File: config.mk
export PLATFORM = sky130hd
export DESIGN_NAME = fetch_prefetch_flat
export DESIGN_NICKNAME = d
export VERILOG_FILES = /design/src/rtl/fetch_prefetch_if.sv /design/src/rtl/fetch_prefetch.sv /design/src/flat_wrapper.sv
export SDC_FILE = /design/constraint.sdc
export NUM_CORES = 1
export LEC_CHECK = 0
export ABC_AREA = 1
export CELL_PAD_IN_SITES_DETAIL_PLACEMENT = 0
export CELL_PAD_IN_SITES_GLOBAL_PLACEMENT = 1
export CORE_ASPECT_RATIO = 0.8
export CORE_MARGIN = 8
export CORE_UTILIZATION = 29
export DETAILED_ROUTE_END_ITERATION = 16
export PLACE_DENSITY = 0.65
export RECOVER_POWER = 100
export SLEW_MARGIN = 25
export SYNTH_ARGS = -nofsm -noshare
export SYNTH_HDL_FRONTEND = slang
export SYNTH_SLANG_ARGS = --single-unit
File: constraint.sdc
create_clock -name clk -period 6.35 [get_ports clk]
set_input_delay 1.27 -clock clk [delete_from_list [all_inputs] [get_ports clk]]
set_output_delay 1.27 -clock clk [all_outputs]
set_load 0.1 [all_outputs]
File: src/rtl/fetch_prefetch_if.sv
// Fetch front-end bus bundle: CCM read port plus the decode-side valid/ready handshake.
// The master side is the fetch unit; the slave side is the memory/decode environment.
interface fetch_prefetch_if #(
    parameter int ADDR_WIDTH = 11,
    parameter int DATA_WIDTH = 32
);
    logic                  mem_rd;
    logic [ADDR_WIDTH-1:0] mem_rd_addr;
    logic [DATA_WIDTH-1:0] mem_rd_data;
    logic                  mem_rd_valid;
    logic                  if_valid;
    logic                  if_ready;
    logic [DATA_WIDTH-1:0] if_instr;
    logic [ADDR_WIDTH-1:0] if_pc;

    modport master (
        output mem_rd, mem_rd_addr, if_valid, if_instr, if_pc,
        input  mem_rd_data, mem_rd_valid, if_ready
    );

    modport slave (
        input  mem_rd, mem_rd_addr, if_valid, if_instr, if_pc,
        output mem_rd_data, mem_rd_valid, if_ready
    );
endinterface

File: src/rtl/fetch_prefetch.sv
// Instruction fetch with prefetch buffer: keeps up to FIFO_DEPTH CCM reads in flight, buffers
// returned words with their PC, and discards stale responses after a redirect.
//
// state  | meaning
// IDLE   | fetch disabled, nothing in flight
// FETCH  | issuing reads / receiving responses
// FLUSH  | stale responses from before a redirect still pending (drop_cnt > 0)
module fetch_prefetch #(
    parameter int                    ADDR_WIDTH = 11,
    parameter int                    DATA_WIDTH = 32,
    parameter int                    FIFO_DEPTH = 4,
    parameter logic [ADDR_WIDTH-1:0] RESET_PC   = '0
) (
    input  logic                  clk,
    input  logic                  rst_n,
    input  logic                  fetch_en,
    input  logic                  redirect_valid,
    input  logic [ADDR_WIDTH-1:0] redirect_addr,
    fetch_prefetch_if.master      bus
);
    localparam int PW = $clog2(FIFO_DEPTH);
    localparam int CW = PW + 1;
    localparam logic [CW:0]   DEPTH_SUM = (CW+1)'(FIFO_DEPTH);
    localparam logic [CW-1:0] DEPTH_CNT = CW'(FIFO_DEPTH);

    typedef enum logic [1:0] {
        S_IDLE  = 2'd0,
        S_FETCH = 2'd1,
        S_FLUSH = 2'd2
    } state_t;

    state_t                state;
    logic [ADDR_WIDTH-1:0] fetch_pc;
    logic [ADDR_WIDTH-1:0] resp_pc;
    logic [CW-1:0]         outstanding;
    logic [CW-1:0]         drop_cnt;
    logic [CW-1:0]         count;
    logic [PW-1:0]         wr_ptr;
    logic [PW-1:0]         rd_ptr;
    logic [DATA_WIDTH-1:0] buf_instr [FIFO_DEPTH];
    logic [ADDR_WIDTH-1:0] buf_pc    [FIFO_DEPTH];

    logic          issue;
    logic          resp;
    logic          dropping;
    logic          keep;
    logic          pop;
    logic [CW:0]   credit_used;
    logic [CW-1:0] outstanding_next;
    logic [CW-1:0] drop_next;

    // Credit covers both in-flight reads and buffered entries, so a response always has a slot.
    assign credit_used = {1'b0, outstanding} + {1'b0, count};
    assign issue       = rst_n & fetch_en & ~redirect_valid & (credit_used < DEPTH_SUM);
    assign resp        = bus.mem_rd_valid;
    assign dropping    = resp & (drop_cnt != '0);
    assign keep        = resp & ~redirect_valid & (drop_cnt == '0);
    assign pop         = bus.if_valid & bus.if_ready;

    assign outstanding_next = outstanding + CW'(issue) - CW'(resp);

    // On redirect every read surviving this edge is stale; drop_cnt never exceeds outstanding.
    always_comb begin
        drop_next = drop_cnt - CW'(dropping);
        if (redirect_valid) begin
            drop_next = outstanding - CW'(resp);
        end
    end

    assign bus.mem_rd      = issue;
    assign bus.mem_rd_addr = fetch_pc;
    assign bus.if_valid    = (count != '0);
    assign bus.if_instr    = (count != '0) ? buf_instr[rd_ptr] : '0;
    assign bus.if_pc       = (count != '0) ? buf_pc[rd_ptr] : '0;

    always_ff @(posedge clk or negedge rst_n) begin
        if (!rst_n) begin
            state       <= S_IDLE;
            fetch_pc    <= RESET_PC;
            resp_pc     <= RESET_PC;
            outstanding <= '0;
            drop_cnt    <= '0;
            count       <= '0;
            wr_ptr      <= '0;
            rd_ptr      <= '0;
        end else begin
            outstanding <= outstanding_next;
            drop_cnt    <= drop_next;
            if (redirect_valid) begin
                fetch_pc <= redirect_addr;
                resp_pc  <= redirect_addr;
                count    <= '0;
                wr_ptr   <= '0;
                rd_ptr   <= '0;
            end else begin
                if (issue) fetch_pc <= fetch_pc + 1'b1;
                if (keep) begin
                    resp_pc <= resp_pc + 1'b1;
                    wr_ptr  <= wr_ptr + 1'b1;
                end
                if (pop) rd_ptr <= rd_ptr + 1'b1;
                count <= count + CW'(keep) - CW'(pop);
            end
            case (state)
                S_IDLE:  if (fetch_en) state <= S_FETCH;
                S_FETCH: begin
                    if (drop_next != '0)                       state <= S_FLUSH;
                    else if (!fetch_en && outstanding == '0)   state <= S_IDLE;
                end
                S_FLUSH: if (drop_next == '0) state <= S_FETCH;
                default: state <= S_IDLE;
            endcase
        end
    end

    always_ff @(posedge clk) begin
        if (keep) begin
            buf_instr[wr_ptr] <= bus.mem_rd_data;
            buf_pc[wr_ptr]    <= resp_pc;
        end
    end

    credit_ok: assert property (@(posedge clk) disable iff (!rst_n)
        !(bus.mem_rd_valid && count == DEPTH_CNT));

endmodule
File: src/flat_wrapper.sv
// flat-port wrapper written by rule: the top's interface ports become plain ports
module fetch_prefetch_flat 
#(
    parameter int                    ADDR_WIDTH = 11,
    parameter int                    DATA_WIDTH = 32,
    parameter int                    FIFO_DEPTH = 4,
    parameter logic [ADDR_WIDTH-1:0] RESET_PC   = '0
)
  (clk, rst_n, fetch_en, redirect_valid, redirect_addr, bus_mem_rd, bus_mem_rd_addr, bus_if_valid, bus_if_instr, bus_if_pc, bus_mem_rd_data, bus_mem_rd_valid, bus_if_ready);
  fetch_prefetch_if #(.ADDR_WIDTH(ADDR_WIDTH), .DATA_WIDTH(DATA_WIDTH)) bus_i ();
  input  logic clk;
  input  logic rst_n;
  input  logic fetch_en;
  input  logic redirect_valid;
  input  logic [ADDR_WIDTH-1:0] redirect_addr;
  output wire logic [$bits(bus_i.mem_rd)-1:0] bus_mem_rd;
  output wire logic [$bits(bus_i.mem_rd_addr)-1:0] bus_mem_rd_addr;
  output wire logic [$bits(bus_i.if_valid)-1:0] bus_if_valid;
  output wire logic [$bits(bus_i.if_instr)-1:0] bus_if_instr;
  output wire logic [$bits(bus_i.if_pc)-1:0] bus_if_pc;
  input wire logic [$bits(bus_i.mem_rd_data)-1:0] bus_mem_rd_data;
  input wire logic [$bits(bus_i.mem_rd_valid)-1:0] bus_mem_rd_valid;
  input wire logic [$bits(bus_i.if_ready)-1:0] bus_if_ready;
  assign bus_mem_rd = bus_i.mem_rd;
  assign bus_mem_rd_addr = bus_i.mem_rd_addr;
  assign bus_if_valid = bus_i.if_valid;
  assign bus_if_instr = bus_i.if_instr;
  assign bus_if_pc = bus_i.if_pc;
  assign bus_i.mem_rd_data = bus_mem_rd_data;
  assign bus_i.mem_rd_valid = bus_mem_rd_valid;
  assign bus_i.if_ready = bus_if_ready;
  fetch_prefetch #(.ADDR_WIDTH(ADDR_WIDTH), .DATA_WIDTH(DATA_WIDTH), .FIFO_DEPTH(FIFO_DEPTH), .RESET_PC(RESET_PC)) u_core (.clk(clk), .rst_n(rst_n), .fetch_en(fetch_en), .redirect_valid(redirect_valid), .redirect_addr(redirect_addr), .bus(bus_i));
endmodule
==> results.cfg, run 1 <==
[global_route]
grt_max_degree = 88
antenna_found_initial = 0
grt_use_met2 = 0.173
overflow = 0
top_usage_layer = met2
met3_usage = 0.0264
grt_pass1_wl_mm = 33.6
grt_pass1_vias = 5796
grt.total_usage = 0.114
met1_usage = 0.166

[synthesis]
synth_compound_area_frac = 0.0806
synth_top_family_by_area = simple AND/OR/NAND/NOR gates
syn_inst = 819
yosysSeqAreaShare = 0.674
syn_nets = 886
synthAdderAreaFrac = 0.0268
yosys_warnings = 0
ys.flop_type = edfxtp_1
synth_mux_area_frac = 0.00223
avgSynthCellArea_um2 = 10.9
synthXorXnorAreaFrac = 0.00880
synth.ff_latch_count = 207
synth_edf_count = 172
synthArstFlopShare = 0.169
synth_area_um2 = 8960
synth_simple_gate_area_frac = 0.161
post_synth_num_cell_types = 31

[place]
dp.final_hpwl_mm = 13.1
gp_congestion = 0.717
placed_cell_area_um2 = 10400
port-buffer-count = 104

[critical_path]
crit_path_max_incr_delay_ns = 1.67
critPathSlowestCell = nor2_1
crit_type = input pin to flop
crit_fanout = 23
crit_arrival_ns = 5.47
cp.required_ns = 6.53
crit_path_frequent_cell = nor2_1
startpoint_type = input pin
critPathLaunch = bus_mem_rd_valid
crit_chain = dlygate4sd3_1 -> nand4_1 -> nor2_1 -> inv_1 -> nor2_1 -> buf_4
endpoint_kind = flop
rr_startpoint = u_core.drop_cnt[2]

[power_and_ir_drop]
power.density_nw_per_um2 = 516
p_int_w = 0.00287
p_comb_frac = 0.482
ir_drop_mv = 0.279
switching_power_w = 0.00282
p_seq_frac = 0.294
p_leak_nw = 4.17
clkPwrFrac = 0.224
swShare = 0.495

[detailed_routing]
ant_nets = 0
remaining_drc_errors = 0
totalWireLength_mm = 21.5
num_vias = 5975
drtIter0Drc = 284
wire_per_inst_um = 15.9
first_pass_iters = 4
via_per_inst = 4.44

[cts]
clock-sinks = 207
cts_max_path_buffers = 3
cts_resized = 0
cts_tree = yes
h-tree-depth = 1
hold_buffers = 0
cts-root-buf = clkbuf_16
cts.clk_slew.worst_paths_ns = 0.06
clk_latency_ns = 0.51
numCtsBuffers = 22
cts_setup_buffers = 0

[cells_and_area]
fillers = 3047
fin_nets = 986
diodes = 0
drive_above_1_share = 0.0525
layout_commonest_cell = nor2_1
fin_util = 0.363
areaGrowthSynthToFinish_pct = 23.1
fin_area_um2 = 11000
layout_common_cells = 194 x nor2_1, 172 x edfxtp_1, 106 x nand2_1

[die]
initial_utilization = 0.295
core_um2 = 30400
die_width_um = 213
die_y_um = 173
die_area_um2 = 36800
ioPinCount = 105
rows = 57

[timing]
relSlewSlack = -0.461
period_needed_ns = 5.29
finalClockSkew_ns = 0.0210
grt_setup_unrepaired = no
report.final.slew_viol_count = 81
finalSetupTns_ns = 0
tightest_slew_ns = 2.18
max_freq_ghz = 0.189
setup_viol = 0
holdWs_ns = 0.503
hold_viol_final = 0
timing.final.crit_share = 0.833

[run_status]
status = finished, violations left
violations = capacitance limit, slew limit

[min_path]
hp-class = flop to flop
holdCritStartpoint = u_core.outstanding[1]

[flow_run]
max_cap_violations = 3
per-stage QoR:
step           total power (W)  instances  setup WS [ns]
2_1_floorplan          0.00388        819           1.86
3_3_place_gp           0.00457       1308           1.81
3_5_place_dp           0.00458       1308           1.78
4_1_cts                0.00587       1346           1.22
5_1_grt                0.00596       1346          0.543
6_report               0.00569       1346           1.06
cell families after synthesis:
group | count (synthesis)
simple gates | 352
compound gates | 143
xor+xnor | 9
flops | 207
fa+ha+maj | 18
mux | 2
buf+inv | 88
cell usage after synthesis, types with 3 or more instances:
master	number	area [um^2]
nand2_1	104	390
a21oi_1	47	235
inv_1	47	176
xor2_1	4	35.0
xnor2_1	5	43.8
nor2_4	3	33.8
clkbuf_1	9	33.8
edfxtp_1	172	5160
o21ai_0	77	385
o21ai_1	16	80.1
nor2_1	193	724
buf_6	8	90.1
dfrtp_1	35	876
nand3_1	43	215
buf_2	18	90.1
ha_1	16	200
cell type report:
class | count | area (um^2) | share of cell area
Inverter | 50 | 190 | 0.0172
Clock inverter | 11 | 143 | 0.0129
Timing Repair Buffer | 114 | 1090 | 0.0992
Sequential cell | 207 | 6040 | 0.548
Tap cell | 413 | 517 | 0.0468
Multi-Input combinational cell | 524 | 2480 | 0.225
Clock buffer | 27 | 569 | 0.0516
flip-flops by register name, indices dropped and copies added (netlist names):
| name | count |
|---|---|
| u_core.wr_ptr | 2 |
| u_core.bus.mem_rd_addr | 11 |
| u_core.rd_ptr | 2 |
| u_core.buf_pc | 44 |
| u_core.count | 3 |
| u_core.resp_pc | 11 |
| u_core.drop_cnt | 3 |
| u_core.outstanding | 3 |
| u_core.buf_instr | 128 |
critical path: cells and delay by family:
kind | cells | cell delay (ns)
and+or+nand+nor | 3 | 2.73
buffers and inverters | 3 | 1.44
worst paths after layout:
path	endpoint	slack (ns)	depth (start not counted)
setup reg to reg	u_core.buf_instr[0][15]	2.01	6
hold / removal	u_core.outstanding[2]	0.50	1
setup / recovery	u_core.buf_instr[0][15]	1.06	6
max in group asynchronous	u_core.rd_ptr[1]	3.50	2
min in group asynchronous	u_core.bus.mem_rd_addr[9]	1.47	2
hold reg to reg	u_core.outstanding[2]	0.50	1
power groups by stage:
| stage | sequential (W) | clock, W | combinational (W) |
|---|---|---|---|
| floorplan | 0.00176 | 0 | 0.00211 |
| global placement | 0.00170 | 0 | 0.00288 |
| detailed placement | 0.00170 | 0 | 0.00288 |
| CTS | 0.00167 | 0.00131 | 0.00289 |
| global route | 0.00169 | 0.00137 | 0.00291 |
| finish | 0.00167 | 0.00128 | 0.00274 |
per-layer routing:
layer / vias to the layer above / routed length, um / part of all wire
met5: - / 0 / 0
met4: 0 / 315 / 0.015
met3: 20 / 1280 / 0.060
met1: 2832 / 10500 / 0.49
li1: 2982 / - / -
met2: 141 / 9390 / 0.44
Power figures use the tool's default switching activity.
==> inputs of run 2 (changes only) <==
==> constraint.sdc (replaced) <==
create_clock -name clk -period 5 [get_ports clk]
set_input_delay 1 -clock clk [delete_from_list [all_inputs] [get_ports clk]]
set_output_delay 1 -clock clk [all_outputs]
set_load 0.1 [all_outputs]
==> run 2 against run 1 <==
The run still ends with capacitance limit, slew limit left. Clock skew increased by 0.00065 ns. Hold slack worse by 0.013 ns. Cell count barely moved. Core utilization shrank 0.62 points. Cell area fell by 1.7%. First-iteration DRC count grew 16%. Combinational power grew 20%. Count of clock-buffer cells in the layout increased by 1. Flip-flop and latch count stayed put. Largest power group unchanged.
==> results.cfg, run 2 (synthesis results as in run 1) <==
[timing]
relSlewSlack = -0.413
report.final.slew_viol_count = 36
hold_viol_final = 0
tightest_slew_ns = 2.12
grt_setup_unrepaired = no
finalClockSkew_ns = 0.0216
max_freq_ghz = 0.225
setup_viol = 0
finalSetupTns_ns = 0
timing.final.crit_share = 0.890
period_needed_ns = 4.45

[critical_path]
critPathSlowestCell = clkbuf_1
critical_path.top_delay_family = buffers and inverters
startpoint_type = input pin
endpoint_kind = primary output
crit_path_max_incr_delay_ns = 0.93
cp.required_ns = 4.00
crit_type = input pin to primary output
crit_chain = dlygate4sd3_1 -> nor2_4 -> nand2_2 -> nor2_1 -> clkbuf_1
crit_fanout = 14
path_buf_inv = 2
crit_arrival_ns = 3.45

[cts]
cts.clk_slew.worst_paths_ns = 0.06
cts_setup_buffers = 0
hold_buffers = 0
numCtsBuffers = 22
clock-sinks = 207
cts_resized = 0
h-tree-depth = 1
clk_latency_ns = 0.51
cts-root-buf = clkbuf_16
cts_max_path_buffers = 3
cts_tree = yes

[cells_and_area]
layout_common_cells = 192 x nor2_1, 172 x edfxtp_1, 105 x nand2_1
fin_area_um2 = 10800
top_register = u_core.buf_instr
top_regs = u_core.buf_instr: 128 flops, u_core.buf_pc: 44 flops
areaGrowthSynthToFinish_pct = 21.0
drive_above_1_share = 0.0985
fin_util = 0.357
fin_nets = 986
layout_commonest_cell = nor2_1
largest_reg_flops = 128
diodes = 0

[min_path]
hp-class = flop to flop

[die]
die_area_um2 = 36800
ioPinCount = 105
core_um2 = 30400
die_y_um = 173
die_width_um = 213
rows = 57
initial_utilization = 0.295

[global_route]
overflow = 0
grt_pass1_vias = 5835
grt.total_usage = 0.116
antenna_found_initial = 0
grt_max_degree = 88
grt_pass1_wl_mm = 34.0

[power_and_ir_drop]
ir_drop_mv = 0.305
power.density_nw_per_um2 = 649
p_leak_nw = 4.10

[detailed_routing]
wire_per_inst_um = 16.3
ant_nets = 0
first_pass_iters = 5
num_vias = 6030
remaining_drc_errors = 0
via_per_inst = 4.48
totalWireLength_mm = 21.9
drtIter0Drc = 330

[place]
dp.final_hpwl_mm = 14.0
placed_cell_area_um2 = 10300
gp_congestion = 0.727
port-buffer-count = 104

[run_status]
violations = capacitance limit, slew limit
status = finished, violations left

[flow_run]
max_cap_violations = 1
run 2: worst reg2reg max path, cell delays in order, from the launching register on:
cell	delay (ns)
dfrtp_1	0.39
inv_1	0.13
nand4_4	0.17
nor2_1	0.66
inv_1	0.37
nor2_4	0.63
clkbuf_1	0.60
run 2: area by class of cell:
class	instances	area [um^2]
fillers	3081	19500
flip-flops and latches	207	6040
multi-input cells	524	2510
repair buffers	114	893
clock buffers	28	573
well taps	413	517
inverters	50	190
clock inverters	11	119
run 2: stage by stage:
stage | instances | hold WS (ns) | setup slack [ns] | power [W]
CTS | 1347 | 0.493 | 0.744 | 0.00732
global route | 1347 | 0.518 | 0.323 | 0.00738
detailed placement | 1308 | 0.485 | 1.27 | 0.00574
global placement | 1308 | 0.482 | 1.27 | 0.00572
finish | 1347 | 0.490 | 0.549 | 0.00704
floorplan | 819 | 0.466 | 0.784 | 0.00493
run 2: final timing paths:
kind	from	to	slack, ns	depth (start not counted)
worst min register to register	u_core.outstanding[1]	u_core.outstanding[2]	0.49	1
min in group asynchronous	rst_n	u_core.bus.mem_rd_addr[0]	1.29	2
worst max register to register	u_core.drop_cnt[2]	u_core.buf_instr[2][31]	1.70	6
worst min-delay path	u_core.outstanding[1]	u_core.outstanding[2]	0.49	1
max in group asynchronous	rst_n	u_core.rd_ptr[1]	2.32	2
worst max-delay path	redirect_valid	bus_mem_rd	0.55	5
run 2: routing by layer:
| layer | up-vias | GRT usage | wire (um) |
|---|---|---|---|
| li1 | 2987 | - | - |
| met1 | 2873 | 0.171 | 10700 |
| met2 | 144 | 0.173 | 9640 |
| met3 | 26 | 0.0242 | 1220 |
| met4 | 0 | 0.0253 | 390 |
| met5 | - | 0 | 0 |
run 2: power breakdown:
| part | switching, W | internal (W) | total, W | leakage (nW) |
|---|---|---|---|---|
| sequential | 0.000163 | 0.00201 | 0.00217 | 1.98 |
| combinational | 0.00279 | 0.000518 | 0.00330 | 1.79 |
| clock | 0.000652 | 0.000918 | 0.00157 | 0.334 |
| total | 0.00360 | 0.00344 | 0.00704 | 4.10 |
==> inputs of run 3 (changes only) <==
--- a/config.mk
+++ b/config.mk
@@ -8,11 +8,11 @@
 export ABC_AREA = 1
 export CELL_PAD_IN_SITES_DETAIL_PLACEMENT = 0
 export CELL_PAD_IN_SITES_GLOBAL_PLACEMENT = 1
-export CORE_ASPECT_RATIO = 0.8
+export CORE_ASPECT_RATIO = 1.75
 export CORE_MARGIN = 8
 export CORE_UTILIZATION = 29
 export DETAILED_ROUTE_END_ITERATION = 16
-export PLACE_DENSITY = 0.65
+export PLACE_DENSITY_LB_ADDON = 0.3
 export RECOVER_POWER = 100
 export SLEW_MARGIN = 25
 export SYNTH_ARGS = -nofsm -noshare
==> run 3 against run 2 <==
The run still ends with capacitance limit, slew limit left. Via count shrank 1.1%. Combinational power is essentially flat. Cell count shrank 1.9%. Core utilization shrank 0.64 points. Critical endpoint is now u_core.buf_instr[2][15]. Wire length shrank 0.76%. First-iteration DRC count shrank 15%. Worst setup slack gained 0.043 ns. Register-to-register slack lost 0.41 ns. Hold slack gained 0.019 ns. Non-clock buffer count is the same. Clock skew shrank 0.00052 ns. Die area grew 0.51%.
==> results.cfg, run 3 (synthesis results as in run 1) <==
[detailed_routing]
wire_per_inst_um = 16.5
num_vias = 5965
totalWireLength_mm = 21.8
remaining_drc_errors = 0
via_per_inst = 4.52
drtIter0Drc = 280
ant_nets = 0
first_pass_iters = 5

[cells_and_area]
finalNonFillerCells = 1321
top_register = u_core.buf_instr
top_regs = u_core.buf_instr: 128 flops, u_core.buf_pc: 44 flops
layout_commonest_cell = nor2_1
largest_reg_flops = 128
fillers = 3105
drive_above_1_share = 0.0947
fin_nets = 983
areaGrowthSynthToFinish_pct = 19.8
layout_common_cells = 194 x nor2_1, 172 x edfxtp_1, 105 x nand2_1

[critical_path]
crit_chain = dlygate4sd3_1 -> nand4_1 -> nor2_1 -> inv_1 -> nor2_1 -> buf_12
crit_arrival_ns = 4.58
startpoint_type = input pin
cp.required_ns = 5.17
crit_path_max_incr_delay_ns = 1.18
critPathSlowestCell = nor2_1
crit_fanout = 29
rrSetupSlack_ns = 1.29
endpoint_kind = flop
crit_path_frequent_cell = nor2_1
crit_type = input pin to flop

[timing]
max_freq_ghz = 0.227
finalSetupTns_ns = 0
grt_setup_unrepaired = no
hold_viol_final = 0
period_needed_ns = 4.41
setup_viol = 0
finalClockSkew_ns = 0.0211
relSlewSlack = -0.395
setup_ws_ns = 0.592
timing.final.crit_share = 0.882
report.final.slew_viol_count = 51
tightest_slew_ns = 2.09

[global_route]
grt_max_degree = 88
overflow = 0
grt.total_usage = 0.118
grt_pass1_vias = 6111
antenna_found_initial = 1
grt_pass1_wl_mm = 34.3

[cts]
clock-sinks = 207
cts_tree = yes
numCtsBuffers = 19
clk_latency_ns = 0.50
h-tree-depth = 1
cts-root-buf = clkbuf_16
hold_buffers = 0
cts.clk_slew.worst_paths_ns = 0.06
cts_setup_buffers = 0
cts_max_path_buffers = 3
cts_resized = 0

[power_and_ir_drop]
ir_drop_mv = 0.433
p_leak_nw = 4.07
power.density_nw_per_um2 = 649

[die]
initial_utilization = 0.293
rows = 85
ioPinCount = 105
die_width_um = 149
die_y_um = 249
core_um2 = 30600
die_area_um2 = 37000

[min_path]
hp-class = flop to flop

[run_status]
status = finished, violations left
violations = capacitance limit, slew limit

[flow_run]
max_cap_violations = 2

[place]
gp_congestion = 0.725
place_inst = 1286
pre_cts_ws_ns = 1.26
dp.final_hpwl_mm = 13.5
port-buffer-count = 104
==> run 3: stage by stage <==
step,area (um^2),hold WS (ns),power (W),util
6_report,10700,0.509,0.00697,0.351
5_1_grt,10700,0.552,0.00731,0.350
4_1_cts,10900,0.515,0.00728,0.356
3_5_place_dp,10300,0.502,0.00576,0.336
3_3_place_gp,10300,0.492,0.00576,0.336
2_1_floorplan,8960,0.466,0.00493,-
==> run 3: critical path: cells and delay by family <==
family | cells | cell delay, ns
and+or+nand+nor | 3 | 2.32
buffers and inverters | 3 | 1.23
==> run 3: layout make-up <==
type / instances / area [um^2] / area share
sequential: 207 / 6040 / 0.563
multi-input combinational: 524 / 2470 / 0.231
timing repair buffer: 114 / 897 / 0.0836
clock buffer: 23 / 500 / 0.0466
tap: 391 / 489 / 0.0456
inverter: 50 / 190 / 0.0177
clock inverter: 11 / 139 / 0.0129
antenna: 1 / 2.50 / 0.000233
==> run 3: report_power, final <==
group / internal (W) / switching [W]
logic: 0.000524 / 0.00277
clock network: 0.000874 / 0.000619
registers: 0.00201 / 0.000174
total: 0.00340 / 0.00356
==> run 3: final timing paths <==
check,from,to,cells after the start
min reg2reg,u_core.outstanding[1],u_core.outstanding[2],1
max reg2reg,u_core.drop_cnt[2],u_core.buf_instr[2][15],6
max,bus_mem_rd_valid,u_core.buf_instr[2][15],6
max in group asynchronous,rst_n,u_core.rd_ptr[1],2
min,u_core.outstanding[1],u_core.outstanding[2],1
min in group asynchronous,rst_n,u_core.bus.mem_rd_addr[8],2
==> run 3: layer usage <==
layer	wire length [um]	share of wire	global-route usage
met3	788	0.036	0.0189
met4	413	0.019	0.0368
met2	12000	0.55	0.223
met1	8560	0.39	0.128
met5	0	0	0
